[src/rtl/dmem_arbiter_if.sv]
`timescale 1ns/1ps
`default_nettype none
// ============================================================================
//  Module   : dmem_arbiter_if
//  Brief    : Bundle of the two requester ports and the data-memory port of
//             dmem_arbiter. The slave modport is the arbiter's view; the
//             master modport is the view of the requesters plus the memory.
//  Revision : 1.0  initial release
// ============================================================================
interface dmem_arbiter_if #(
    parameter int DATA_WIDTH = 32,
    parameter int ADDR_WIDTH = 32
);
    // Requester 0 (core load/store unit)
    logic                  m0_req;
    logic                  m0_we;
    logic [2:0]            m0_funct3;
    logic [ADDR_WIDTH-1:0] m0_addr;
    logic [DATA_WIDTH-1:0] m0_wdata;
    logic                  m0_gnt;
    logic                  m0_rvalid;
    logic [DATA_WIDTH-1:0] m0_rdata;
    logic                  m0_err;

    // Requester 1 (debug / DMA loader)
    logic                  m1_req;
    logic                  m1_we;
    logic [2:0]            m1_funct3;
    logic [ADDR_WIDTH-1:0] m1_addr;
    logic [DATA_WIDTH-1:0] m1_wdata;
    logic                  m1_gnt;
    logic                  m1_rvalid;
    logic [DATA_WIDTH-1:0] m1_rdata;
    logic                  m1_err;

    // Single-port data memory
    logic                  mem_wr_en;
    logic [2:0]            mem_funct3;
    logic [ADDR_WIDTH-1:0] mem_addr;
    logic [DATA_WIDTH-1:0] mem_wdata;
    logic [DATA_WIDTH-1:0] mem_rd_data;

    modport slave (
        input  m0_req, m0_we, m0_funct3, m0_addr, m0_wdata,
        output m0_gnt, m0_rvalid, m0_rdata, m0_err,
        input  m1_req, m1_we, m1_funct3, m1_addr, m1_wdata,
        output m1_gnt, m1_rvalid, m1_rdata, m1_err,
        output mem_wr_en, mem_funct3, mem_addr, mem_wdata,
        input  mem_rd_data
    );

    modport master (
        output m0_req, m0_we, m0_funct3, m0_addr, m0_wdata,
        input  m0_gnt, m0_rvalid, m0_rdata, m0_err,
        output m1_req, m1_we, m1_funct3, m1_addr, m1_wdata,
        input  m1_gnt, m1_rvalid, m1_rdata, m1_err,
        input  mem_wr_en, mem_funct3, mem_addr, mem_wdata,
        output mem_rd_data
    );
endinterface
`default_nettype wire

[src/rtl/dmem_arbiter.sv]
`timescale 1ns/1ps
`default_nettype none
// ============================================================================
//  Module   : dmem_arbiter
//  Brief    : Round-robin arbiter and sequencer sharing one single-port data
//             memory between two requesters. Each accepted command spends one
//             cycle on the memory port (ISSUE) and is answered one cycle later
//             (RESP). Illegal or misaligned accesses are granted and answered
//             with an error but never reach the memory write enable.
//  Revision : 1.0  initial release
// ============================================================================
module dmem_arbiter #(
    parameter int DATA_WIDTH = 32,
    parameter int ADDR_WIDTH = 32
) (
    input  logic            clk,
    input  logic            rst_n,
    dmem_arbiter_if.slave   bus
);

    typedef enum logic [1:0] {
        ST_IDLE  = 2'd0,
        ST_ISSUE = 2'd1,
        ST_RESP  = 2'd2
    } state_t;

    // ------------------------------------------------------------------------
    // State and command registers
    // ------------------------------------------------------------------------
    state_t                state_q;
    logic                  ptr_q;        // last winner (0 = m0, 1 = m1)
    logic                  win_q;        // owner of the command in flight
    logic                  cmd_we_q;
    logic                  cmd_legal_q;

    // Registered outputs
    logic                  m0_gnt_q;
    logic                  m0_rvalid_q;
    logic [DATA_WIDTH-1:0] m0_rdata_q;
    logic                  m0_err_q;
    logic                  m1_gnt_q;
    logic                  m1_rvalid_q;
    logic [DATA_WIDTH-1:0] m1_rdata_q;
    logic                  m1_err_q;
    logic                  mem_wr_en_q;
    logic [2:0]            mem_funct3_q;
    logic [ADDR_WIDTH-1:0] mem_addr_q;
    logic [DATA_WIDTH-1:0] mem_wdata_q;

    // ------------------------------------------------------------------------
    // Next-command selection
    // ------------------------------------------------------------------------
    logic                  any_req_d;
    logic                  win_d;
    logic                  we_d;
    logic [2:0]            funct3_d;
    logic [ADDR_WIDTH-1:0] addr_d;
    logic [DATA_WIDTH-1:0] wdata_d;
    logic                  legal_d;
    logic [DATA_WIDTH-1:0] rsp_data_d;

    // Loads accept all five RISC-V load sizes, stores only byte/half/word;
    // halfwords must be 2-byte aligned and words 4-byte aligned.
    function automatic logic f_legal(input logic       we,
                                     input logic [2:0] funct3,
                                     input logic [1:0] addr_lsb);
        logic ok;
        ok = 1'b0;
        case (funct3)
            3'b000:  ok = 1'b1;                         // lb / sb
            3'b001:  ok = ~addr_lsb[0];                 // lh / sh
            3'b010:  ok = (addr_lsb == 2'b00);          // lw / sw
            3'b100:  ok = ~we;                          // lbu
            3'b101:  ok = ~we & ~addr_lsb[0];           // lhu
            default: ok = 1'b0;
        endcase
        return ok;
    endfunction

    // Pick the winner: a lone requester always wins, a conflict goes to the
    // requester that did not win last time. Then mux its command fields.
    always_comb begin
        any_req_d = bus.m0_req | bus.m1_req;
        if (bus.m0_req && bus.m1_req) begin
            win_d = ~ptr_q;
        end else begin
            win_d = bus.m1_req;
        end

        if (win_d) begin
            we_d     = bus.m1_we;
            funct3_d = bus.m1_funct3;
            addr_d   = bus.m1_addr;
            wdata_d  = bus.m1_wdata;
        end else begin
            we_d     = bus.m0_we;
            funct3_d = bus.m0_funct3;
            addr_d   = bus.m0_addr;
            wdata_d  = bus.m0_wdata;
        end

        legal_d = f_legal(we_d, funct3_d, addr_d[1:0]);
    end

    // Response payload: only a legal load returns memory data, everything
    // else (stores, rejected accesses) answers with zero.
    always_comb begin
        rsp_data_d = '0;
        if (cmd_legal_q && !cmd_we_q) begin
            rsp_data_d = bus.mem_rd_data;
        end
    end

    // ------------------------------------------------------------------------
    // Sequencer FSM with registered outputs
    // ------------------------------------------------------------------------
    // IDLE/RESP arbitrate and load the command, ISSUE drives the memory for
    // one cycle and captures the read data, RESP presents the response.
    always_ff @(posedge clk or negedge rst_n) begin
        if (!rst_n) begin
            state_q      <= ST_IDLE;
            ptr_q        <= 1'b1;
            win_q        <= 1'b0;
            cmd_we_q     <= 1'b0;
            cmd_legal_q  <= 1'b0;
            m0_gnt_q     <= 1'b0;
            m0_rvalid_q  <= 1'b0;
            m0_rdata_q   <= '0;
            m0_err_q     <= 1'b0;
            m1_gnt_q     <= 1'b0;
            m1_rvalid_q  <= 1'b0;
            m1_rdata_q   <= '0;
            m1_err_q     <= 1'b0;
            mem_wr_en_q  <= 1'b0;
            mem_funct3_q <= 3'b000;
            mem_addr_q   <= '0;
            mem_wdata_q  <= '0;
        end else begin
            // Pulse outputs default low; they are raised only for the one
            // cycle of the state that owns them.
            m0_gnt_q    <= 1'b0;
            m1_gnt_q    <= 1'b0;
            m0_rvalid_q <= 1'b0;
            m1_rvalid_q <= 1'b0;
            m0_err_q    <= 1'b0;
            m1_err_q    <= 1'b0;
            mem_wr_en_q <= 1'b0;

            case (state_q)
                ST_IDLE, ST_RESP: begin
                    if (any_req_d) begin
                        state_q      <= ST_ISSUE;
                        ptr_q        <= win_d;
                        win_q        <= win_d;
                        cmd_we_q     <= we_d;
                        cmd_legal_q  <= legal_d;
                        // The memory-side registers double as the command
                        // registers; they only change when a command loads.
                        mem_funct3_q <= funct3_d;
                        mem_addr_q   <= addr_d;
                        mem_wdata_q  <= wdata_d;
                        mem_wr_en_q  <= we_d & legal_d;
                        m0_gnt_q     <= ~win_d;
                        m1_gnt_q     <= win_d;
                    end else begin
                        state_q <= ST_IDLE;
                    end
                end

                ST_ISSUE: begin
                    state_q <= ST_RESP;
                    if (win_q) begin
                        m1_rvalid_q <= 1'b1;
                        m1_rdata_q  <= rsp_data_d;
                        m1_err_q    <= ~cmd_legal_q;
                    end else begin
                        m0_rvalid_q <= 1'b1;
                        m0_rdata_q  <= rsp_data_d;
                        m0_err_q    <= ~cmd_legal_q;
                    end
                end

                default: begin
                    state_q <= ST_IDLE;
                end
            endcase
        end
    end

    // ------------------------------------------------------------------------
    // Output drive
    // ------------------------------------------------------------------------
    assign bus.m0_gnt     = m0_gnt_q;
    assign bus.m0_rvalid  = m0_rvalid_q;
    assign bus.m0_rdata   = m0_rdata_q;
    assign bus.m0_err     = m0_err_q;
    assign bus.m1_gnt     = m1_gnt_q;
    assign bus.m1_rvalid  = m1_rvalid_q;
    assign bus.m1_rdata   = m1_rdata_q;
    assign bus.m1_err     = m1_err_q;
    assign bus.mem_wr_en  = mem_wr_en_q;
    assign bus.mem_funct3 = mem_funct3_q;
    assign bus.mem_addr   = mem_addr_q;
    assign bus.mem_wdata  = mem_wdata_q;

endmodule
`default_nettype wire
[src/flat_wrapper.sv]
// flat-port wrapper written by rule: the top's interface ports become plain ports
module dmem_arbiter_flat 
#(
    parameter int DATA_WIDTH = 32,
    parameter int ADDR_WIDTH = 32
)
  (clk, rst_n, bus_m0_req, bus_m0_we, bus_m0_funct3, bus_m0_addr, bus_m0_wdata, bus_m0_gnt, bus_m0_rvalid, bus_m0_rdata, bus_m0_err, bus_m1_req, bus_m1_we, bus_m1_funct3, bus_m1_addr, bus_m1_wdata, bus_m1_gnt, bus_m1_rvalid, bus_m1_rdata, bus_m1_err, bus_mem_wr_en, bus_mem_funct3, bus_mem_addr, bus_mem_wdata, bus_mem_rd_data);
  dmem_arbiter_if #(.DATA_WIDTH(DATA_WIDTH), .ADDR_WIDTH(ADDR_WIDTH)) bus_i ();
  input  logic clk;
  input  logic rst_n;
  input wire logic [$bits(bus_i.m0_req)-1:0] bus_m0_req;
  input wire logic [$bits(bus_i.m0_we)-1:0] bus_m0_we;
  input wire logic [$bits(bus_i.m0_funct3)-1:0] bus_m0_funct3;
  input wire logic [$bits(bus_i.m0_addr)-1:0] bus_m0_addr;
  input wire logic [$bits(bus_i.m0_wdata)-1:0] bus_m0_wdata;
  output wire logic [$bits(bus_i.m0_gnt)-1:0] bus_m0_gnt;
  output wire logic [$bits(bus_i.m0_rvalid)-1:0] bus_m0_rvalid;
  output wire logic [$bits(bus_i.m0_rdata)-1:0] bus_m0_rdata;
  output wire logic [$bits(bus_i.m0_err)-1:0] bus_m0_err;
  input wire logic [$bits(bus_i.m1_req)-1:0] bus_m1_req;
  input wire logic [$bits(bus_i.m1_we)-1:0] bus_m1_we;
  input wire logic [$bits(bus_i.m1_funct3)-1:0] bus_m1_funct3;
  input wire logic [$bits(bus_i.m1_addr)-1:0] bus_m1_addr;
  input wire logic [$bits(bus_i.m1_wdata)-1:0] bus_m1_wdata;
  output wire logic [$bits(bus_i.m1_gnt)-1:0] bus_m1_gnt;
  output wire logic [$bits(bus_i.m1_rvalid)-1:0] bus_m1_rvalid;
  output wire logic [$bits(bus_i.m1_rdata)-1:0] bus_m1_rdata;
  output wire logic [$bits(bus_i.m1_err)-1:0] bus_m1_err;
  output wire logic [$bits(bus_i.mem_wr_en)-1:0] bus_mem_wr_en;
  output wire logic [$bits(bus_i.mem_funct3)-1:0] bus_mem_funct3;
  output wire logic [$bits(bus_i.mem_addr)-1:0] bus_mem_addr;
  output wire logic [$bits(bus_i.mem_wdata)-1:0] bus_mem_wdata;
  input wire logic [$bits(bus_i.mem_rd_data)-1:0] bus_mem_rd_data;
  assign bus_i.m0_req = bus_m0_req;
  assign bus_i.m0_we = bus_m0_we;
  assign bus_i.m0_funct3 = bus_m0_funct3;
  assign bus_i.m0_addr = bus_m0_addr;
  assign bus_i.m0_wdata = bus_m0_wdata;
  assign bus_m0_gnt = bus_i.m0_gnt;
  assign bus_m0_rvalid = bus_i.m0_rvalid;
  assign bus_m0_rdata = bus_i.m0_rdata;
  assign bus_m0_err = bus_i.m0_err;
  assign bus_i.m1_req = bus_m1_req;
  assign bus_i.m1_we = bus_m1_we;
  assign bus_i.m1_funct3 = bus_m1_funct3;
  assign bus_i.m1_addr = bus_m1_addr;
  assign bus_i.m1_wdata = bus_m1_wdata;
  assign bus_m1_gnt = bus_i.m1_gnt;
  assign bus_m1_rvalid = bus_i.m1_rvalid;
  assign bus_m1_rdata = bus_i.m1_rdata;
  assign bus_m1_err = bus_i.m1_err;
  assign bus_mem_wr_en = bus_i.mem_wr_en;
  assign bus_mem_funct3 = bus_i.mem_funct3;
  assign bus_mem_addr = bus_i.mem_addr;
  assign bus_mem_wdata = bus_i.mem_wdata;
  assign bus_i.mem_rd_data = bus_mem_rd_data;
  dmem_arbiter #(.DATA_WIDTH(DATA_WIDTH), .ADDR_WIDTH(ADDR_WIDTH)) u_core (.clk(clk), .rst_n(rst_n), .bus(bus_i));
endmodule
[config.mk]
export PLATFORM = sky130hd
export DESIGN_NAME = dmem_arbiter_flat
export DESIGN_NICKNAME = d
export VERILOG_FILES = /design/src/rtl/dmem_arbiter_if.sv /design/src/rtl/dmem_arbiter.sv /design/src/flat_wrapper.sv
export SDC_FILE = /design/constraint.sdc
export NUM_CORES = 1
export LEC_CHECK = 0
export ABC_AREA = 1
export CAP_MARGIN = 10
export CORE_AREA = 2 2 135 137
export CTS_BUF_LIST = sky130_fd_sc_hd__clkbuf_4 sky130_fd_sc_hd__clkbuf_8
export DETAILED_ROUTE_END_ITERATION = 10
export DIE_AREA = 0 0 137 139
export PLACE_DENSITY_LB_ADDON = 0.2
export SYNTH_ARGS = -nofsm -noshare
export SYNTH_HDL_FRONTEND = slang
export SYNTH_SLANG_ARGS = --single-unit
[constraint.sdc]
create_clock -name clk -period 4.1 [get_ports clk]
set_clock_uncertainty 0.15 [all_clocks]
set_input_delay 0.615 -clock clk [delete_from_list [all_inputs] [get_ports clk]]
set_output_delay 0.615 -clock clk [all_outputs]
set_load 0.005 [all_outputs]
# ---- Yosys cells after proc, flatten, opt, wreduce, memory -nomap -nowiden
# Index checks and enable logic that the tools add are counted.
dict set report totals {
  ff_bits 144
  in_bits 172
  elab_cells 65
}
dict set report op_classes {
  n_eq_ne 6
  n_mux 23
  n_bitwise 9
  reduce_logical 10
}
# operator n
set op_table {}
lappend op_table {{$mux W32} 3}
lappend op_table {{$mux W1} 17}
lappend op_table {{$eq A3 B3 Y1 const B} 2}
lappend op_table {{$not A1 Y1} 6}
lappend op_table {{$reduce_and A2 Y1} 3}
lappend op_table {{$pmux W1 S5} 1}
lappend op_table {{$logic_not A2 Y1} 2}
lappend op_table {{$pmux W2 S2} 1}
lappend op_table {{$eq A3 B1 Y1 const B} 1}
lappend op_table {{$eq A3 B2 Y1 const B} 1}
lappend op_table {{$logic_not A3 Y1} 1}
lappend op_table {{$mux W3} 1}
lappend op_table {{$and A1 B1 Y1} 2}
lappend op_table {{$eq A2 B1 Y1 const B} 1}
lappend op_table {{$eq A2 B2 Y1 const B} 1}
lappend op_table {{$logic_and A1 B1 Y1} 2}
lappend op_table {{$reduce_or A2 Y1} 1}
lappend op_table {{$logic_not A1 Y1} 1}
lappend op_table {{$or A1 B1 Y1} 1}

# ---- Longest topological paths before layout
# Gate-level depths: netlist (run 1).
dict set report logic_depth {
  depth_word 9
  depth_mapped 9
}

# ---- Worst setup path after synthesis (run 1)
# No wires, ideal clock.
dict set report synth_timing {
  path_kind {input-to-reg}
  startpoint {input port bus_m1_req}
  endpoint {register u_core.mem_addr_q[30] (netlist: u_core.bus.mem_addr[30])}
  setup_time_ps 124
  arrival_ps 1447
  required_ps 3826
  slack_ps 2379
  cell_stages 9
  cell_sequence {buf_4 nor2_2 nor2_4 nand2_1 inv_2 buf_6 buf_4 nand2_1 nand3_1}
}
dict set report synth_via {
  elab_chain_cells 3
  word_cells_on_any_way 5
  classes_between {mux: 2; bitwise: 1; reduce/logical: 2}
}
# element line_no
set synth_rtl {}
lappend synth_rtl {{from (decl)} flat_wrapper.sv:20} ;# input wire logic [$bits(bus_i.m1_req)-1:0] bus_m1_req;
lappend synth_rtl {{$logic_and A1 B1 Y1} dmem_arbiter.sv:84} ;# if (bus.m0_req && bus.m1_req) begin
lappend synth_rtl {{$mux W1} dmem_arbiter.sv:84}
lappend synth_rtl {{$mux W32} dmem_arbiter.sv:90} ;# if (win_d) begin
lappend synth_rtl {{to (signal assigned)} dmem_arbiter.sv:160} ;# mem_addr_q <= addr_d;
lappend synth_rtl {{to (decl)} dmem_arbiter.sv:47} ;# logic [ADDR_WIDTH-1:0] mem_addr_q;
# Parallel ways exist; a longest one is shown, timed or not.
# A chain may end at the register's enable or synchronous reset.

# ---- Worst setup path after layout (run 1)
dict set report layout_timing {
  startpoint {input port bus_m1_req}
  endpoint {register u_core.mem_addr_q[12] (netlist: u_core.bus.mem_addr[12])}
}
# Same word-level chain as after synthesis.

==> summary.md, run 1 <==
| Metric | Value |
|---|---|
| # DRC | `0` |
| Crit-path slowest cell | `clkdlybuf4s50_1` |
| Avg Cell Area, Syn | `10.4 µm²` |
| Maximum vdd drop | `roughly 0.24 mV` |
| Sequential-to-total area share from yosys stat | `0.562` |
| Area contributors post-synth | `dfrtp_1 56%, mux2_4 14%, nand2_1 10%` |
| RSZ-0062 raised after global routing | `no` |
| Non-Filler Instances | `1,159` |
| PwrDens | `slightly below 500 nW/µm²` |
| Placed Cells | `1,127` |
| Setup bufs post-CTS | `0` |
| Leakage | `between 4 and 5 nW` |
| Final setup fails | `0` |
| GP Congestion | `0.810` |
| Post-Syn Area | `6410 µm²` |
| Relative slew slack | `0.406` |
| Chip Height | `139 µm` |
| Critical path required time | `between 4000 and 5000 ps` |
| Vias | `5,262` |
| CTS Buf Count | `17` |
| Fin area | `9970 µm²` |
| Clock Latency Late Sink | `450 ps` |
| Initial drt markers | `269` |
| Cell taking the most area after synthesis | `dfrtp_1` |
| Crit path capture type | `register` |
| Hold Vio Cnt, Final | `0` |
| First-pass GRT wire length | `about 28,000 µm` |
| Met2 usage | `0.303` |
| Clock slew at reported path FFs | `80 ps` |
| GRT busiest layer | `met2` |
| Type of origin of the critical path | `primary input` |
| H-tree depth | `4` |
| Largest net degree at the start of global routing | `roughly 90` |
| Synthesized instance count | `617` |
| Detailed Route WL | `18,000 µm` |
| TritonRoute pass-1 iters | `4` |
| GRT met1 Usage | `0.242` |
| # fillers | `approximately 1,600` |
| Row count | `a little under 50` |
| Ant. Diodes | `0` |
| Synthesis-stage register bit count | `approximately 140` |
| Clock root buffer | `clkbuf_8` |
| Crit Path Class | `in2reg` |
| Synth warnings | `0` |
| Synthesized Nets | `roughly 800` |
| Routed vias/inst | `~4.5` |
| Yosys cell types | `27` |
| Placed Area | `9560 µm²` |
| Buf+Inv Stages, Crit Path | `2` |
| Slew Limit Fails | `0` |
| Register Area | `3600 µm²` |
| CTS sink count | `144` |
| Status | `completed` |
| Crit-path max cell delay | `660 ps` |
| Utilization after layout | `0.564` |
| Post-DP HPWL | `12,600 µm` |
| Worst path top cell family by delay | `buffers and inverters` |
| Fin crit share | `0.639` |
| Worst path cell trace | `clkdlybuf4s50_1, nor2_2, nor2_4, nand2_1, inv_2, nand2_1, nand3_1` |
| Share of the synthesized area in the top cell type | `0.558` |
| Initial core utilization | `0.363` |
| Total GRT Usage | `0.191` |
| Gr ovfl total | `0` |
| CTS tree | `done` |
| Die area | `19,000 µm²` |
| Resize count post-CTS | `0` |
| Clock Tree Buf Depth | `2` |
| Fmax | `~0.38 GHz` |
| # hold bufs at CTS | `0` |
| Area of the multi-input gates | `2380 µm²` |
| Share of cells above drive strength 1 | `0.126` |
| PortBufs | `309` |
| Die W | `137 µm` |
| Setup TNS | `0 ps` |
| Tmin final | `2620 ps` |
| WL per Instance | `between 15 and 20 µm` |
| Nets@finish | `1,089` |
| Number of global-route vias before repair | `5,368` |
| Initial antenna violation count | `0` |
| ANT nets after route | `0` |
| I/O Pins | `310` |
| Layout area overhead | `55.4%` |
| Core Area | `17,700 µm²` |
| CP dominant cell by count | `nand2_1` |
| Crit path max fanout | `49` |
| Met3 Use GR | `0.0757` |
| Worst Tran Pin Value | `between 800 and 900 ps` |
| Max-cap violation count | `0` |
| Hold crit path type | `in2async` |
| Crit path arrival time | `2850 ps` |
[path summary, 6_finish.rpt]
check                                  start                       to  slack (ps)  depth (start not counted)
max                               bus_m1_req  u_core.bus.mem_addr[12]        1480                          7
min                                    rst_n  u_core.bus.m0_rdata[26]          60                          1
max reg2reg                     u_core.ptr_q  u_core.bus.mem_addr[12]        1860                          6
min reg2reg                u_core.state_q[1]        u_core.state_q[1]         320                          1
max in group asynchronous              rst_n   u_core.bus.m1_rdata[6]        2910                          2
min in group clk           u_core.state_q[1]        u_core.state_q[1]         320                          1
[where the power goes]
part	total, W	switching, W	internal (W)
Combinational	0.00168	0.000597	0.00109
Sequential	0.00198	0.000204	0.00177
Clock	0.00115	0.000571	0.000583
[cell type report]
cell class / instances / share of cell area
clock buffer: 20 / 0.0270
clock inverter: 12 / 0.0133
inverter: 42 / 0.0161
multi-input combinational: 399 / 0.238
sequential: 144 / 0.362
tap: 229 / 0.0288
timing repair buffer: 313 / 0.315
[sequential cells by signal, indices dropped and copies added (netlist names)]
name	count
u_core.bus.m1_err	1
u_core.cmd_we_q	1
u_core.bus.m1_gnt	1
u_core.state_q	2
u_core.bus.m0_gnt	1
u_core.win_q	1
u_core.ptr_q	1
u_core.bus.mem_addr	32
u_core.bus.m1_rvalid	1
u_core.bus.m1_rdata	32
u_core.bus.m0_rdata	32
u_core.bus.mem_wr_en	1
u_core.bus.m0_err	1
u_core.bus.m0_rvalid	1
u_core.bus.mem_wdata	32
u_core.cmd_legal_q	1
u_core.bus.mem_funct3	3
[through the flow]
step                      hold slack, ps  total power, W  setup WS [ps]
after global routing                94.6         0.00510           1290
after detailed placement             303         0.00371            979
after CTS                           95.5         0.00489           1470
final                               61.5         0.00481           1480
after global placement               304         0.00369           1040
after floorplan                      169         0.00269           2380
[Yosys cell counts]
library cell    n
nand2_2         3
o21ai_0        21
mux2_4         58
nor3_1          2
mux2_2          6
clkbuf_1        2
dfrtp_1       143
a21oi_1         1
inv_2           6
inv_1          35
dfstp_2         1
nand3_1        57
nor2_8          2
a31oi_1         2
nor2_1         55
inv_4           1
o21ai_1        10
buf_1           2
buf_6           2
a21boi_0        1
buf_2          13
clkbuf_2        1
nor2_2          1
buf_4           6
buf_12          6
nor2_4          2
nand2_1       178
[metal layers]
layer	wire length (µm)	up-vias
li1	-	2566
met1	7680	2458
met2	8500	223
met3	1630	15
met4	209	0
met5	0	-
[placed cells by master, fill, tap and decap left out, drive strengths merged]
master / synthesis / final
a31oi: 2 / 2
inv: 42 / 45
mux2: 64 / 64
nor3: 2 / 2
nand3: 57 / 57
a21boi: 1 / 1
dfstp: 1 / 1
a21oi: 1 / 1
buf: 29 / 5
o21ai: 31 / 31
clkinvlp: 0 / 3
dfrtp: 143 / 143
bufinv: 0 / 2
clkinv: 0 / 4
nor2: 60 / 60
clkbuf: 3 / 20
nand2: 181 / 181
clkdlybuf4s50: 0 / 308
[kinds of logic after synthesis]
family	synth area share
simple gates	0.196
flops	0.562
buf+inv	0.0675
mux	0.146
compound gates	0.0281
Note: power is estimated with default switching activity, not from simulation.
==> inputs of run 2 (changes only) <==
==> constraint.sdc (replaced) <==
create_clock -name clk -period 2.62 [get_ports clk]
set_clock_uncertainty 0.15 [all_clocks]
set_input_delay 0.393 -clock clk [delete_from_list [all_inputs] [get_ports clk]]
set_output_delay 0.393 -clock clk [all_outputs]
set_load 0.005 [all_outputs]
==> run 2 against run 1 <==
  * Final cell count rose by 1.0%
  * Clock-buffer cell count shrank 3
  * Core utilization up 1.2 points
  * Global-route usage is essentially flat
  * Register-to-register slack got worse by 1100 ps
  * Combinational power increased by 60%
  * Via count rose by 1.4%
  * Sequential cell count did not move
  * Power is 63% higher
  * Wire length is 0.53% lower
  * Die area stayed put
  * Sequential power is 57% higher
  * Largest cell class unchanged
==> summary.md, run 2 (same netlist as run 1, synthesis figures left out) <==
| Metric | Value |
|---|---|
| Crit-path slowest cell | `clkdlybuf4s50_1` |
| Routed vias/inst | `4.56 (+0.39%)` |
| Tmin final | `1890 ps` |
| CTS Buf Count | `17 (unchanged)` |
| Register Area | `3600 µm² (unchanged)` |
| First-pass GRT wire length | `28,600 µm (+0.61%)` |
| Hold Vio Cnt, Final | `0 (unchanged)` |
| CTS tree | `done` |
| RSZ-0062 raised after global routing | `no` |
| Post-DP HPWL | `13,200 µm (+4.2%)` |
| # fillers | `1,557 (-0.13%)` |
| Detailed Route WL | `17,900 µm (-0.53%)` |
| Initial drt markers | `187 (-30%)` |
| Worst path cell trace | `clkdlybuf4s50_1` |
| Worst path top cell family by delay | `buffers and inverters` |
| Leakage | `4.70 nW (+2.2%)` |
| Crit Path Class | `reg2out` |
| Clock slew at reported path FFs | `90 ps (about the same)` |
| WL per Instance | `15.3 µm (-1.5%)` |
| Initial antenna violation count | `0 (unchanged)` |
| Share of cells above drive strength 1 | `0.136 (+0.0101)` |
| Type of origin of the critical path | `register` |
| R2R Setup Slk | `790 ps (-1070 ps)` |
| Sequential power share | `0.396 (-0.015)` |
| Number of global-route vias before repair | `5,477 (+2.0%)` |
| Vias | `5,337 (+1.4%)` |
| Setup TNS | `0 ps (unchanged)` |
| Status | `completed` |
| Hold crit path type | `in2async` |
| PwrDens | `769 nW/µm² (+59%)` |
| Resize count post-CTS | `0 (unchanged)` |
| Total GRT Usage | `0.191 (about the same)` |
| Reg2reg end | `u_core.bus.m1_rdata[16]` |
| Initial core utilization | `0.363 (unchanged)` |
| I/O Pins | `310 (unchanged)` |
| Dpl ws | `305 ps (-674 ps)` |
| Worst Tran Pin Value | `457 ps (-432 ps)` |
| Most frequent cells in the layout | `308 x clkdlybuf4s50_1, 178 x nand2_1, 143 x dfrtp_1, 58 x mux2_4, 57 x nand3_1` |
| Slew Limit Fails | `0 (unchanged)` |
| Nets@finish | `1,101 (+1.1%)` |
| Reg2reg path depth | `6 (unchanged)` |
| FF-to-FF Start | `u_core.state_q[0]` |
| Maximum vdd drop | `0.406 mV (+70%)` |
| Final setup margin | `726 ps (-756 ps)` |
| Relative slew slack | `0.695 (+0.289)` |
| Gr ovfl total | `0 (unchanged)` |
| Chip Height | `139 µm (unchanged)` |
| Max-cap violation count | `0 (unchanged)` |
| Clock Tree Buf Depth | `2 (unchanged)` |
| Fin crit share | `0.723` |
| Commonest non-fill, non-tap cell in the layout | `clkdlybuf4s50_1` |
| Critical path required time | `2080 ps (-2260 ps)` |
| PortBufs | `309 (unchanged)` |
| Area of the multi-input gates | `2380 µm² (unchanged)` |
| GP Congestion | `0.803 (-0.85%)` |
| Fmax | `0.528 GHz` |
| H-tree depth | `4 (unchanged)` |
| Gate power share | `0.342 (-0.008)` |
| Switch share | `0.277 (-0.00807)` |
| Crit path max fanout | `2 (-96%)` |
| Die W | `137 µm (unchanged)` |
| # DRC | `0 (unchanged)` |
| Die area | `19,000 µm² (unchanged)` |
| Final setup fails | `0 (unchanged)` |
| Layout area overhead | `58.8%` |
| Buf+Inv Stages, Crit Path | `1 (-1)` |
| Placed Area | `9710 µm² (+1.5%)` |
| Clock root buffer | `clkbuf_8` |
| CTS sink count | `144 (unchanged)` |
| Pint | `0.00566 W (+65%)` |
| Net Sw Power | `0.00217 W (+58%)` |
| ANT nets after route | `0 (unchanged)` |
| Crit path capture type | `primary output` |
| Crit-path max cell delay | `520 ps (-140 ps)` |
| Core Area | `17,700 µm² (unchanged)` |
| Largest net degree at the start of global routing | `56 (-37%)` |
| Clock network fraction of total power | `0.262 (+0.022)` |
| Clock Latency Late Sink | `430 ps (-20 ps)` |
| Fin area | `10,200 µm² (+2.2%)` |
| Crit path arrival time | `1350 ps (-1500 ps)` |
| TritonRoute pass-1 iters | `5 (+1)` |
| Ant. Diodes | `0 (unchanged)` |
| Row count | `49 (unchanged)` |
[run 2: layout make-up]
cell class / count / area share
Clock inverter: 15 / 0.0227
Sequential cell: 144 / 0.354
Tap cell: 229 / 0.0281
Clock buffer: 17 / 0.0230
Inverter: 42 / 0.0157
Timing Repair Buffer: 325 / 0.323
Multi-Input combinational cell: 399 / 0.233
[run 2: worst max-delay path by stage]
stage	start	end	cells after the start
6_report	u_core.bus.mem_wdata[9]	bus_mem_wdata[9]	1
5_1_grt	bus_m1_req	u_core.bus.mem_wr_en	8
4_1_cts	u_core.bus.mem_wdata[9]	bus_mem_wdata[9]	1
3_5_place_dp	bus_m1_req	u_core.bus.mem_addr[18]	8
3_3_place_gp	bus_m1_req	u_core.bus.mem_addr[4]	8
2_1_floorplan	u_core.ptr_q	u_core.bus.mem_addr[30]	9
[run 2: layer usage]
metal / wire length (µm) / share of wire / GRT usage / vias to the layer above
met4: 322 / 0.018 / 0.0624 / 0
met5: 0 / 0 / 0 / -
met2: 8390 / 0.47 / 0.312 / 224
li1: - / - / - / 2586
met3: 1680 / 0.094 / 0.0662 / 25
met1: 7540 / 0.42 / 0.236 / 2502
[run 2: power groups by stage]
stage | registers (W) | logic, W | clock network, W
3_3_place_gp | 0.00313 | 0.00269 | 0
3_5_place_dp | 0.00313 | 0.00271 | 0
4_1_cts | 0.00311 | 0.00273 | 0.00210
6_report | 0.00310 | 0.00268 | 0.00205
5_1_grt | 0.00317 | 0.00291 | 0.00220
2_1_floorplan | 0.00315 | 0.00105 | 0
[run 2: timing repair]
action	in CTS	in global routing
buffers inserted	0	0
endpoints found under the hold margin	43	0
hold buffers	1	0
[run 2: through the flow]
stage	cells	total power, W	utilization	hold slack, ps
final	1171	0.00783	0.577	312
after global routing	1171	0.00828	0.577	325
after CTS	1171	0.00793	0.577	300
after detailed placement	1138	0.00585	0.550	207
after global placement	1138	0.00582	0.550	207
after floorplan	617	0.00420	-	-52.6
